--- src/rtl/steer_en_if.sv ---
// Load-cell inputs and rider-status outputs between the A2D side and steer_en.
interface steer_en_if;
  logic [11:0] lft_ld;
  logic [11:0] rght_ld;
  logic        en_steer;
  logic        rider_off;

  modport master (
    output lft_ld,
    output rght_ld,
    input  en_steer,
    input  rider_off
  );

  modport slave (
    input  lft_ld,
    input  rght_ld,
    output en_steer,
    output rider_off
  );
endinterface

--- src/rtl/steer_en.sv ---
// Rider-presence and balance qualifier: decides whether a rider is on the
// platform and whether steering may be enabled after a settle period.
module steer_en #(
  parameter bit          fast_sim     = 1'b0,
  parameter logic [11:0] MIN_RIDER_WT = 12'h200,
  parameter logic [11:0] WT_HYST      = 12'h040
) (
  input  logic      clk,
  input  logic      rst_n,
  steer_en_if.slave bus
);

  localparam logic [12:0] WT_HI   = {1'b0, MIN_RIDER_WT} + {1'b0, WT_HYST};
  localparam logic [12:0] WT_LO   = {1'b0, MIN_RIDER_WT} - {1'b0, WT_HYST};
  localparam logic [25:0] TMR_MAX = fast_sim ? 26'h0007FFF : 26'h3FFFFFF;

  typedef enum logic [1:0] {
    ST_IDLE  = 2'd0,
    ST_WAIT  = 2'd1,
    ST_STEER = 2'd2
  } state_t;

  state_t             state_q, state_d;
  logic        [25:0] tmr_q, tmr_d;
  logic               en_steer_q, en_steer_d;
  logic               rider_off_q, rider_off_d;

  logic        [12:0] sum;
  logic signed [12:0] sdiff;
  logic        [11:0] diff;
  logic               wt_ok, wt_low, unbal_1_4, unbal_15_16, tmr_full;

  // Weight/balance arithmetic and threshold comparisons, evaluated every cycle
  always_comb begin
    sum   = {1'b0, bus.lft_ld} + {1'b0, bus.rght_ld};
    sdiff = signed'({1'b0, bus.lft_ld}) - signed'({1'b0, bus.rght_ld});
    diff  = sdiff[12] ? (~sdiff[11:0] + 12'd1) : sdiff[11:0];

    wt_ok       = sum > WT_HI;
    wt_low      = sum < WT_LO;
    unbal_1_4   = {1'b0, diff} > {2'b00, sum[12:2]};
    unbal_15_16 = {1'b0, diff} > (sum - {4'b0000, sum[12:4]});
    tmr_full    = tmr_q == TMR_MAX;
  end

  // Next-state, settle-timer and output decode; weight checks outrank balance
  always_comb begin
    state_d = state_q;
    tmr_d   = tmr_q;
    unique case (state_q)
      ST_IDLE: begin
        if (wt_ok) begin
          state_d = ST_WAIT;
          tmr_d   = '0;
        end
      end
      ST_WAIT: begin
        if (wt_low) begin
          state_d = ST_IDLE;
        end else if (unbal_1_4) begin
          tmr_d = '0;
        end else if (tmr_full) begin
          state_d = ST_STEER;
        end else begin
          tmr_d = tmr_q + 26'd1;
        end
      end
      ST_STEER: begin
        if (wt_low) begin
          state_d = ST_IDLE;
        end else if (unbal_15_16) begin
          state_d = ST_WAIT;
          tmr_d   = '0;
        end
      end
      default: begin
        state_d = ST_IDLE;
        tmr_d   = '0;
      end
    endcase
    // Outputs are loaded from the next state so they change with the state register
    en_steer_d  = state_d == ST_STEER;
    rider_off_d = state_d == ST_IDLE;
  end

  // State, timer and registered outputs
  always_ff @(posedge clk or negedge rst_n) begin
    if (!rst_n) begin
      state_q     <= ST_IDLE;
      tmr_q       <= '0;
      en_steer_q  <= 1'b0;
      rider_off_q <= 1'b1;
    end else begin
      state_q     <= state_d;
      tmr_q       <= tmr_d;
      en_steer_q  <= en_steer_d;
      rider_off_q <= rider_off_d;
    end
  end

  assign bus.en_steer  = en_steer_q;
  assign bus.rider_off = rider_off_q;

endmodule

--- src/flat_wrapper.sv ---
// flat-port wrapper written by rule: the top's interface ports become plain ports
module steer_en_flat 
#(
  parameter bit          fast_sim     = 1'b0,
  parameter logic [11:0] MIN_RIDER_WT = 12'h200,
  parameter logic [11:0] WT_HYST      = 12'h040
)
  (clk, rst_n, bus_lft_ld, bus_rght_ld, bus_en_steer, bus_rider_off);
  steer_en_if bus_i ();
  input  logic clk;
  input  logic rst_n;
  input wire logic [$bits(bus_i.lft_ld)-1:0] bus_lft_ld;
  input wire logic [$bits(bus_i.rght_ld)-1:0] bus_rght_ld;
  output wire logic [$bits(bus_i.en_steer)-1:0] bus_en_steer;
  output wire logic [$bits(bus_i.rider_off)-1:0] bus_rider_off;
  assign bus_i.lft_ld = bus_lft_ld;
  assign bus_i.rght_ld = bus_rght_ld;
  assign bus_en_steer = bus_i.en_steer;
  assign bus_rider_off = bus_i.rider_off;
  steer_en #(.fast_sim(fast_sim), .MIN_RIDER_WT(MIN_RIDER_WT), .WT_HYST(WT_HYST)) u_core (.clk(clk), .rst_n(rst_n), .bus(bus_i));
endmodule
--- config.mk ---
export PLATFORM = sky130hd
export DESIGN_NAME = steer_en_flat
export DESIGN_NICKNAME = d
export VERILOG_FILES = /design/src/rtl/steer_en_if.sv /design/src/rtl/steer_en.sv /design/src/flat_wrapper.sv
export SDC_FILE = /design/constraint.sdc
export NUM_CORES = 1
export LEC_CHECK = 0
export ABC_AREA = 1
export BUFFER_PORTS_ARGS = -buffer_cell sky130_fd_sc_hd__buf_2
export CORE_UTILIZATION = 25
export CTS_BUF_LIST = sky130_fd_sc_hd__clkbuf_4
export CTS_CLUSTER_DIAMETER = 40
export DETAILED_ROUTE_END_ITERATION = 8
export SYNTH_ARGS = -nofsm -noshare
export SYNTH_HDL_FRONTEND = slang
export SYNTH_SLANG_ARGS = --single-unit
export TNS_END_PERCENT = 5
--- constraint.sdc ---
create_clock -name clk -period 8.2 [get_ports clk]
set_input_delay 0.82 -clock clk [delete_from_list [all_inputs] [get_ports clk]]
set_output_delay 0.82 -clock clk [all_outputs]
set_load 0.02 [all_outputs]
# ---- Yosys cells after proc, flatten, opt, wreduce, memory -nomap -nowiden
# Index checks and enable logic that the tools add are counted.
dict set report word_totals {
  reg_bits 30
  input_bits 26
  out_inout_bits 2
  elab_cells 41
}
dict set report op_classes {
  add_sub_neg 5
  order_cmp 4
  n_eq_ne 9
  mux 15
  n_bitwise 1
  reduce_logical 3
}
# cell n
set ops {}
lappend ops {{2-to-1 mux 26 bit} 6}
lappend ops {{case mux 26 bit (3 select lines)} 1}
lappend ops {{adder 26 x 1 -> 26 bit, second input constant} 1}
lappend ops {{equality test 26 bit, second input constant} 1}
lappend ops {{adder 12 x 12 -> 13 bit} 1}
lappend ops {{> comparator 12 x 13 -> 1 bit} 1}
lappend ops {{> comparator 13 x 10 -> 1 bit, second input constant} 1}
lappend ops {{less-than comparator 13 x 9 -> 1 bit, second input constant} 1}
lappend ops {{subtractor 12 x 12 -> 13 bit} 1}
lappend ops {{subtractor 13 x 9 -> 13 bit} 1}
lappend ops {{adder 12 x 1 -> 12 bit, second input constant} 1}
lappend ops {{> comparator 12 x 11 -> 1 bit} 1}
lappend ops {{2-to-1 mux 12 bit} 1}
lappend ops {{2-to-1 mux 2 bit} 6}
lappend ops {{inverter 12 bit} 1}
lappend ops {{case mux 2 bit (3 select lines)} 1}
lappend ops {{AND reduction 5 bit} 1}
lappend ops {{equality test 2 bit, second input constant} 2}
lappend ops {{zero test 2 bit} 2}
lappend ops {{!= test 2 x 1 -> 1 bit, second input constant} 2}
lappend ops {{!= test 2 bit, second input constant} 2}
lappend ops {{!= test 3 x 2 -> 1 bit, second input constant} 1}
lappend ops {{equality test 2 x 1 -> 1 bit, second input constant} 1}

# ---- Logic depth before layout (Yosys ltp)
# Gate-level depths: netlist of run 1.
dict set report depth {
  word_depth 9
  mapped_depth 32
  depth_no_buf 30
}

# ---- Worst setup path before layout of run 1
# OpenSTA, ideal clock, no wires.
dict set report synth_path {
  path_type {in2reg}
  from {input port bus_rght_ld[0]}
  to {register u_core.tmr_q[11]}
  setup_time_ns 0.118
  arrival_time_ns 4.932
  required_time_ns 8.082
  path_slack_ns 3.149
  cell_stages 28
  n_path_buf 2
  path_cell_list {ha_1 > inv_1 > fa_1 > o21ai_2 > nand2_1 > nand2_2 > xor2_1 > ha_1 > a21oi_1 > o21ai_0 > a21o_1 > a21oi_1 > nor2_1 > a221o_1 > nand3_1 > nand2_1 > nor2_1 > xor2_1 > ha_1 > nand3_1 > nor4_1 > a21oi_1 > nand3_1 > nand2_2 > buf_6 > buf_6 > nand4_1 > nand2_1}
}
dict set report synth_via {
  elab_chain_len 8
  elab_cells_between_ends 19
  cone_classes {add/sub (4); order compare (4); eq/ne (5); mux (4); bitwise (1); reduce/logical (1)}
}
# item line_no
set synth_lines {}
lappend synth_lines {{from (decl)} flat_wrapper.sv:13} ;# input wire logic [$bits(bus_i.rght_ld)-1:0] bus_rght_ld;
lappend synth_lines {{subtractor 12 x 12 -> 13 bit} steer_en.sv:36} ;# sdiff = signed'({1'b0, bus.lft_ld}) - signed'({1'b0, bus.rght_ld});
lappend synth_lines {{inverter 12 bit} steer_en.sv:37} ;# diff = sdiff[12] ? (~sdiff[11:0] + 12'd1) : sdiff[11:0];
lappend synth_lines {{adder 12 x 1 -> 12 bit} steer_en.sv:37}
lappend synth_lines {{2-to-1 mux 12 bit} steer_en.sv:37}
lappend synth_lines {{> comparator 12 x 11 -> 1 bit} steer_en.sv:41} ;# unbal_1_4 = {1'b0, diff} > {2'b00, sum[12:2]};
lappend synth_lines {{2-to-1 mux 26 bit} steer_en.sv:60} ;# end else if (unbal_1_4) begin
lappend synth_lines {{2-to-1 mux 26 bit} steer_en.sv:58} ;# if (wt_low) begin
lappend synth_lines {{case mux 26 bit (3 select lines)} steer_en.sv:50} ;# unique case (state_q)
lappend synth_lines {{to (signal assigned)} steer_en.sv:95} ;# tmr_q <= tmr_d;
lappend synth_lines {{to (decl)} steer_en.sv:24} ;# logic [25:0] tmr_q, tmr_d;
# Several ways; a longest one is shown, not always the timed one. The select of a mux whose other input is x is not followed.
# A chain may end at the register's enable or synchronous reset.

# ---- Final worst setup path of run 1
dict set report layout_path {
  from {input port bus_rght_ld[0]}
  to {register u_core.tmr_q[15]}
}
# The elaborated chain is that of the path after synthesis.

==> flow_metrics.env, run 1 <==
export IMPL_max_cap_viol_count=0
export IMPL_drive_gt1_share_pct=10.2
export IMPL_cts_htree_levels=2
export IMPL_ys_seq_area_share_pct=16.0
export IMPL_wl_um=11200
export IMPL_rsz0062_at_grt="no"
export IMPL_start_util_pct=25.8
export IMPL_cts_tree="yes"
export IMPL_syn_area_mm2=0.00471
export IMPL_r2r_start="u_core.tmr_q[0]$_DFFE_PN0P_"
export IMPL_antenna_found_initial=1
export IMPL_critical_path_top_delay_family="simple AND/OR/NAND/NOR gates"
export IMPL_nets=819
export IMPL_max_freq_mhz=166
export IMPL_io_pins=28
export IMPL_clkTransAtPathRegs_ns=0.11
export IMPL_finalSetupTns_ns=0
export IMPL_finalClockSkew_ns=0.00778
export IMPL_grt_util_all_layers_pct=11.7
export IMPL_cts_hold_buf=0
export IMPL_cts_root_buf="clkbuf_4"
export IMPL_hpwl_um=8730
export IMPL_period_minus_slack_ns=6.01
export IMPL_crit_path_start="bus_rght_ld[0]"
export IMPL_crit_type="primary input to flop"
export IMPL_cp_slowest_cell="xor2_1"
export IMPL_grt_pass1_wl_um=19200
export IMPL_synth_edff_count=0
export IMPL_drt_iter0_drc=196
export IMPL_hold_class="primary input to asynchronous set/reset pin"
export IMPL_rows=49
export IMPL_maxSlewViolCount=0
export IMPL_critPathMaxFanout=29
export IMPL_vias_per_cell=4.70
export IMPL_ys_types=47
export IMPL_drc=0
export IMPL_clkLatencyLatePin_ns=0.34
export IMPL_areaGrowthSynthToFinish_pct=7.47
export IMPL_syn_avg_cell_area_um2=6.53
export IMPL_critPathArrivalTime_ns=6.24
export IMPL_grt_max_degree=31
export IMPL_p_leak_nw=2.57
export IMPL_max_slew_margin_pct=52.9
export IMPL_synthCells=721
export IMPL_gr_total_overflow=0
export IMPL_core_area_mm2=0.0182
export IMPL_fillCellCount=1970
export IMPL_cp_start_kind="primary input"
export IMPL_required_ns=8.42
export IMPL_vdd_ir_drop_max_mv=0.0657
export IMPL_worstMarginPinSlew_ns=0.706
export IMPL_postRouteAntennaNets=0
export IMPL_setup_violations=0
export IMPL_worstPathBufferInverterCount=2
export IMPL_critPathCaptureType="flop"
export IMPL_yosys_register_bits=30
export IMPL_clkSinkCount=30
export IMPL_drtPass1Iterations=4
export IMPL_wl_per_cell_um=11.6
export IMPL_fp_dieW_um=139
export IMPL_p_per_area_mw_per_mm2=174
export IMPL_dieArea_mm2=0.0194
export IMPL_hold_ws_ns=0.520
export IMPL_fin_crit_sh_pct=73.3
export IMPL_numCtsBuffers=5
export IMPL_port_buffers=27
export IMPL_post_cts_buffers=0
export IMPL_syn_num_nets=805
export IMPL_vias=4538
export IMPL_max_stage_delay_ns=0.48
export IMPL_async_reset_ff_share_pct=100
export IMPL_p_total_w=0.000881
export IMPL_cts_resized=0
export IMPL_max_clock_path_buffers=2
export IMPL_timing_critical_path_mode_cell="nand2_1"
export IMPL_final_common_cell="nand2_1"
export IMPL_status="finished clean"
export IMPL_synth_ff_type="dfrtp_1"
export IMPL_yosysWarningCount=0
export IMPL_finalHoldViolations=0
export IMPL_gp_congestion=0.856
export IMPL_grt_pass1_vias=4273
export IMPL_mostFrequentLayoutCells="nand2_1, inv_1, nor2_1"
export IMPL_die_height_um=139
## through the flow
| stage | std cells | worst slack (ns) | instance area [um2] | utilization (%) |
|---|---|---|---|---|
| after floorplan | 721 | 3.15 | 4710 | - |
| final | 966 | 2.19 | 5060 | 27.8 |
| after global placement | 957 | 1.89 | 4950 | 27.2 |
| after global routing | 966 | 1.71 | 5060 | 27.8 |
| after detailed placement | 957 | 1.86 | 4950 | 27.2 |
| after CTS | 965 | 2.21 | 5050 | 27.8 |
## layer usage
metal | track usage [%] | wire length [um] | vias to the layer above
met5 | 0 | 0 | -
li1 | - | - | 2398
met2 | 19.7 | 5040 | 72
met4 | 2.57 | 143 | 0
met3 | 1.52 | 325 | 14
met1 | 15.9 | 5680 | 2054
## power breakdown
group	leakage [nW]	switching [W]	internal [W]
registers	0.411	0.00000623	0.000157
clock network	0.0528	0.0000560	0.0000939
logic	2.11	0.000366	0.000202
total	2.57	0.000428	0.000453
## layout make-up
| type | count | area [um2] | share of cell area (%) |
|---|---|---|---|
| clock inverters | 3 | 63.8 | 1.26 |
| flip-flops and latches | 30 | 752 | 14.9 |
| multi-input cells | 580 | 3430 | 67.9 |
| repair buffers | 28 | 143 | 2.82 |
| diodes | 1 | 2.50 | 0.0495 |
| well taps | 229 | 287 | 5.67 |
| inverters | 90 | 340 | 6.73 |
| clock buffers | 5 | 37.5 | 0.742 |
## cells in the mapped netlist (2+ instances only)
cell	number	area, um2
a21o_1	2	15.0
a21oi_1	28	140
a21oi_2	4	35.0
a31oi_1	4	25.0
buf_2	7	35.0
buf_4	6	45.0
buf_6	5	56.3
buf_8	3	45.0
dfrtp_1	29	726
fa_1	3	60.1
ha_1	55	688
inv_1	83	312
inv_2	6	22.5
nand2_1	203	762
nand2_2	9	56.3
nand3_1	52	260
nand3_2	5	50.1
nand3b_1	3	22.5
nand4_1	40	250
nor2_1	69	259
nor2_2	4	25.0
nor2_4	2	22.5
nor3_1	13	65.1
nor3_2	2	20.0
o21a_1	2	15.0
o21ai_0	14	70.1
o21bai_1	4	30.0
o31ai_1	2	15.0
xnor2_1	8	70.1
xor2_1	37	324
## flip-flops by register name (all words and copies together) (netlist names)
name	count
u_core.tmr_q	26
u_core.state_q	2
u_core.bus.en_steer	1
u_core.bus.rider_off	1
## final timing paths
kind                                           endpoint  slack [ns]  cells after the start
hold reg to reg             u_core.tmr_q[4]$_DFFE_PN0P_        0.52                      2
setup reg to reg           u_core.tmr_q[15]$_DFFE_PN0P_        4.67                     17
max in group asynchronous  u_core.tmr_q[23]$_DFFE_PN0P_        7.23                      1
hold / removal              u_core.tmr_q[3]$_DFFE_PN0P_        0.52                      1
setup / recovery           u_core.tmr_q[15]$_DFFE_PN0P_        2.19                     28
min in group clk            u_core.tmr_q[4]$_DFFE_PN0P_        0.52                      2
## logic make-up (layout without fill, tap and decap cells)
logic type	count (synthesis)	after routing	synth area share [%]
and+or+nand+nor	409	409	39.9
adders and majority gates	58	58	15.9
xor gates and xnor gates	45	45	8.38
DFF	30	30	16.0
other	0	1	0
AOI/OAI and AO/OA	68	68	8.80
buffers and inverters	111	126	11.1
No activity file was read; power rests on OpenSTA's default activity.
==> run 2: changes to the inputs <==
clock period = 5.1 ns   (was 8.2 ns; I/O delays follow)
==> run 2 against run 1 <==
Wire length rose by 5.4%; critical endpoint is now u_core.tmr_q[0]$_DFFE_PN0P_; largest cell class unchanged; global-route usage rose by 0.89 points; final cell count rose by 1.7%; sequential share of layout area fell by 0.31 points; sequential cell count did not move; total power rose by 56%; core utilization rose by 0.60 points; cell area rose by 2.2%; sequential power rose by 62%; register-to-register slack got worse by 2.6 ns; clock power fell by 5%; combinational power rose by 70%.
==> flow_metrics.env, run 2 (synthesis results as in run 1) <==
export IMPL_finalClockSkew_ns=0.00568
export IMPL_crit_type="primary input to flop"
export IMPL_max_freq_mhz=213
export IMPL_vias_per_cell=4.70
export IMPL_max_slew_margin_pct=49.5
export IMPL_max_clock_path_buffers=2
export IMPL_worstPathBufferInverterCount=2
export IMPL_cts_htree_levels=2
export IMPL_worstMarginPinSlew_ns=0.755
export IMPL_grt_pass1_vias=4401
export IMPL_areaGrowthSynthToFinish_pct=9.78
export IMPL_gr_total_overflow=0
export IMPL_diodes=0
export IMPL_wl_per_cell_um=12.0
export IMPL_cts_tree="yes"
export IMPL_vias=4618
export IMPL_status="finished clean"
export IMPL_numCtsBuffers=5
export IMPL_rsz0062_at_grt="no"
export IMPL_nets=836
export IMPL_top_register="u_core.tmr_q"
export IMPL_fin_util_pct=28.4
export IMPL_fin_crit_sh_pct=91.9
export IMPL_mostFrequentLayoutCells="nand2_1, inv_1, nor2_1"
export IMPL_hold_class="primary input to asynchronous set/reset pin"
export IMPL_cts_hold_buf=0
export IMPL_top_regs="u_core.tmr_q x26, u_core.state_q x2"
export IMPL_clkSinkCount=30
export IMPL_critPathMaxFanout=13
export IMPL_grt_max_degree=31
export IMPL_seqCellArea_um2=752
export IMPL_port_buffers=27
export IMPL_die_height_um=139
export IMPL_cp_start_kind="primary input"
export IMPL_drtPass1Iterations=4
export IMPL_dieArea_mm2=0.0194
export IMPL_finalHoldViolations=0
export IMPL_p_leak_nw=2.64
export IMPL_hpwl_um=9180
export IMPL_critical_path_top_delay_family="compound AO/OA/AOI/OAI gates"
export IMPL_fin_area_mm2=0.00517
export IMPL_dp_cells=973
export IMPL_grt_pass1_wl_um=20500
export IMPL_max_stage_delay_ns=0.41
export IMPL_io_pins=28
export IMPL_vdd_ir_drop_max_mv=0.0764
export IMPL_drive_gt1_share_pct=12.7
export IMPL_clkTransAtPathRegs_ns=0.10
export IMPL_required_ns=5.32
export IMPL_start_util_pct=25.8
export IMPL_cts_root_buf="clkbuf_4"
export IMPL_placed_cell_area_mm2=0.00507
export IMPL_rows=49
export IMPL_fillCellCount=1983
export IMPL_postRouteAntennaNets=0
export IMPL_grt_util_all_layers_pct=12.6
export IMPL_p_per_area_mw_per_mm2=266
export IMPL_drt_iter0_drc=255
export IMPL_final_common_cell="nand2_1"
export IMPL_largest_reg_flops=26
export IMPL_fp_dieW_um=139
export IMPL_drc=0
export IMPL_critPathCaptureType="flop"
export IMPL_maxSlewViolCount=0
export IMPL_gp_congestion=0.904
export IMPL_period_minus_slack_ns=4.69
export IMPL_post_cts_buffers=0
export IMPL_critPathArrivalTime_ns=4.90
export IMPL_multi_input_area_mm2=0.00347
export IMPL_max_cap_viol_count=0
export IMPL_core_area_mm2=0.0182
export IMPL_cts_resized=0
export IMPL_wl_um=11800
export IMPL_setup_violations=0
export IMPL_cp_slowest_cell="fa_1"
export IMPL_clkLatencyLatePin_ns=0.33
export IMPL_antenna_found_initial=0
export IMPL_stdcell_count=982
[run 2: layer usage]
metal	global-route usage, %	share of wire, %
met1	16.7	50
met2	21.7	46
met3	1.62	2.3
met4	2.81	1.3
met5	0	0
[run 2: report_power, final]
part           total, W  switching (W)  internal [W]
Combinational  0.000968       0.000617      0.000350
Sequential     0.000264      0.0000114      0.000252
Clock          0.000143      0.0000860     0.0000571
Total           0.00137       0.000715      0.000660
[run 2: final timing paths]
| check | startpoint | end | slack [ns] | depth (start not counted) |
|---|---|---|---|---|
| worst max-delay path | bus_rght_ld[0] | u_core.tmr_q[0]$_DFFE_PN0P_ | 0.41 | 26 |
| worst min-delay path | rst_n | u_core.tmr_q[11]$_DFFE_PN0P_ | 0.21 | 1 |
| worst max register to register | u_core.tmr_q[0]$_DFFE_PN0P_ | u_core.tmr_q[0]$_DFFE_PN0P_ | 2.09 | 17 |
| worst min register to register | u_core.tmr_q[17]$_DFFE_PN0P_ | u_core.tmr_q[17]$_DFFE_PN0P_ | 0.52 | 2 |
| max in group asynchronous | rst_n | u_core.state_q[0]$_DFF_PN0_ | 4.45 | 1 |
| min in group clk | u_core.tmr_q[17]$_DFFE_PN0P_ | u_core.tmr_q[17]$_DFFE_PN0P_ | 0.52 | 2 |
[run 2: layout make-up]
type / count / share of cell area (%)
multi-input combinational: 581 / 67.2
timing repair buffer: 44 / 5.09
tap: 229 / 5.55
inverter: 90 / 6.59
clock inverter: 2 / 0.170
clock buffer: 6 / 0.872
sequential: 30 / 14.6
[run 2: stage by stage]
stage	hold WS, ns	total power, W	TNS [ns]	setup slack, ns
finish	0.211	0.00137	0	0.415
floorplan	0.214	0.000985	0	0.359
global route	0.249	0.00153	0	0.00969
detailed placement	0.497	0.00121	-0.580	-0.0658
global placement	0.495	0.00120	0	0.00806
CTS	0.222	0.00136	0	0.265
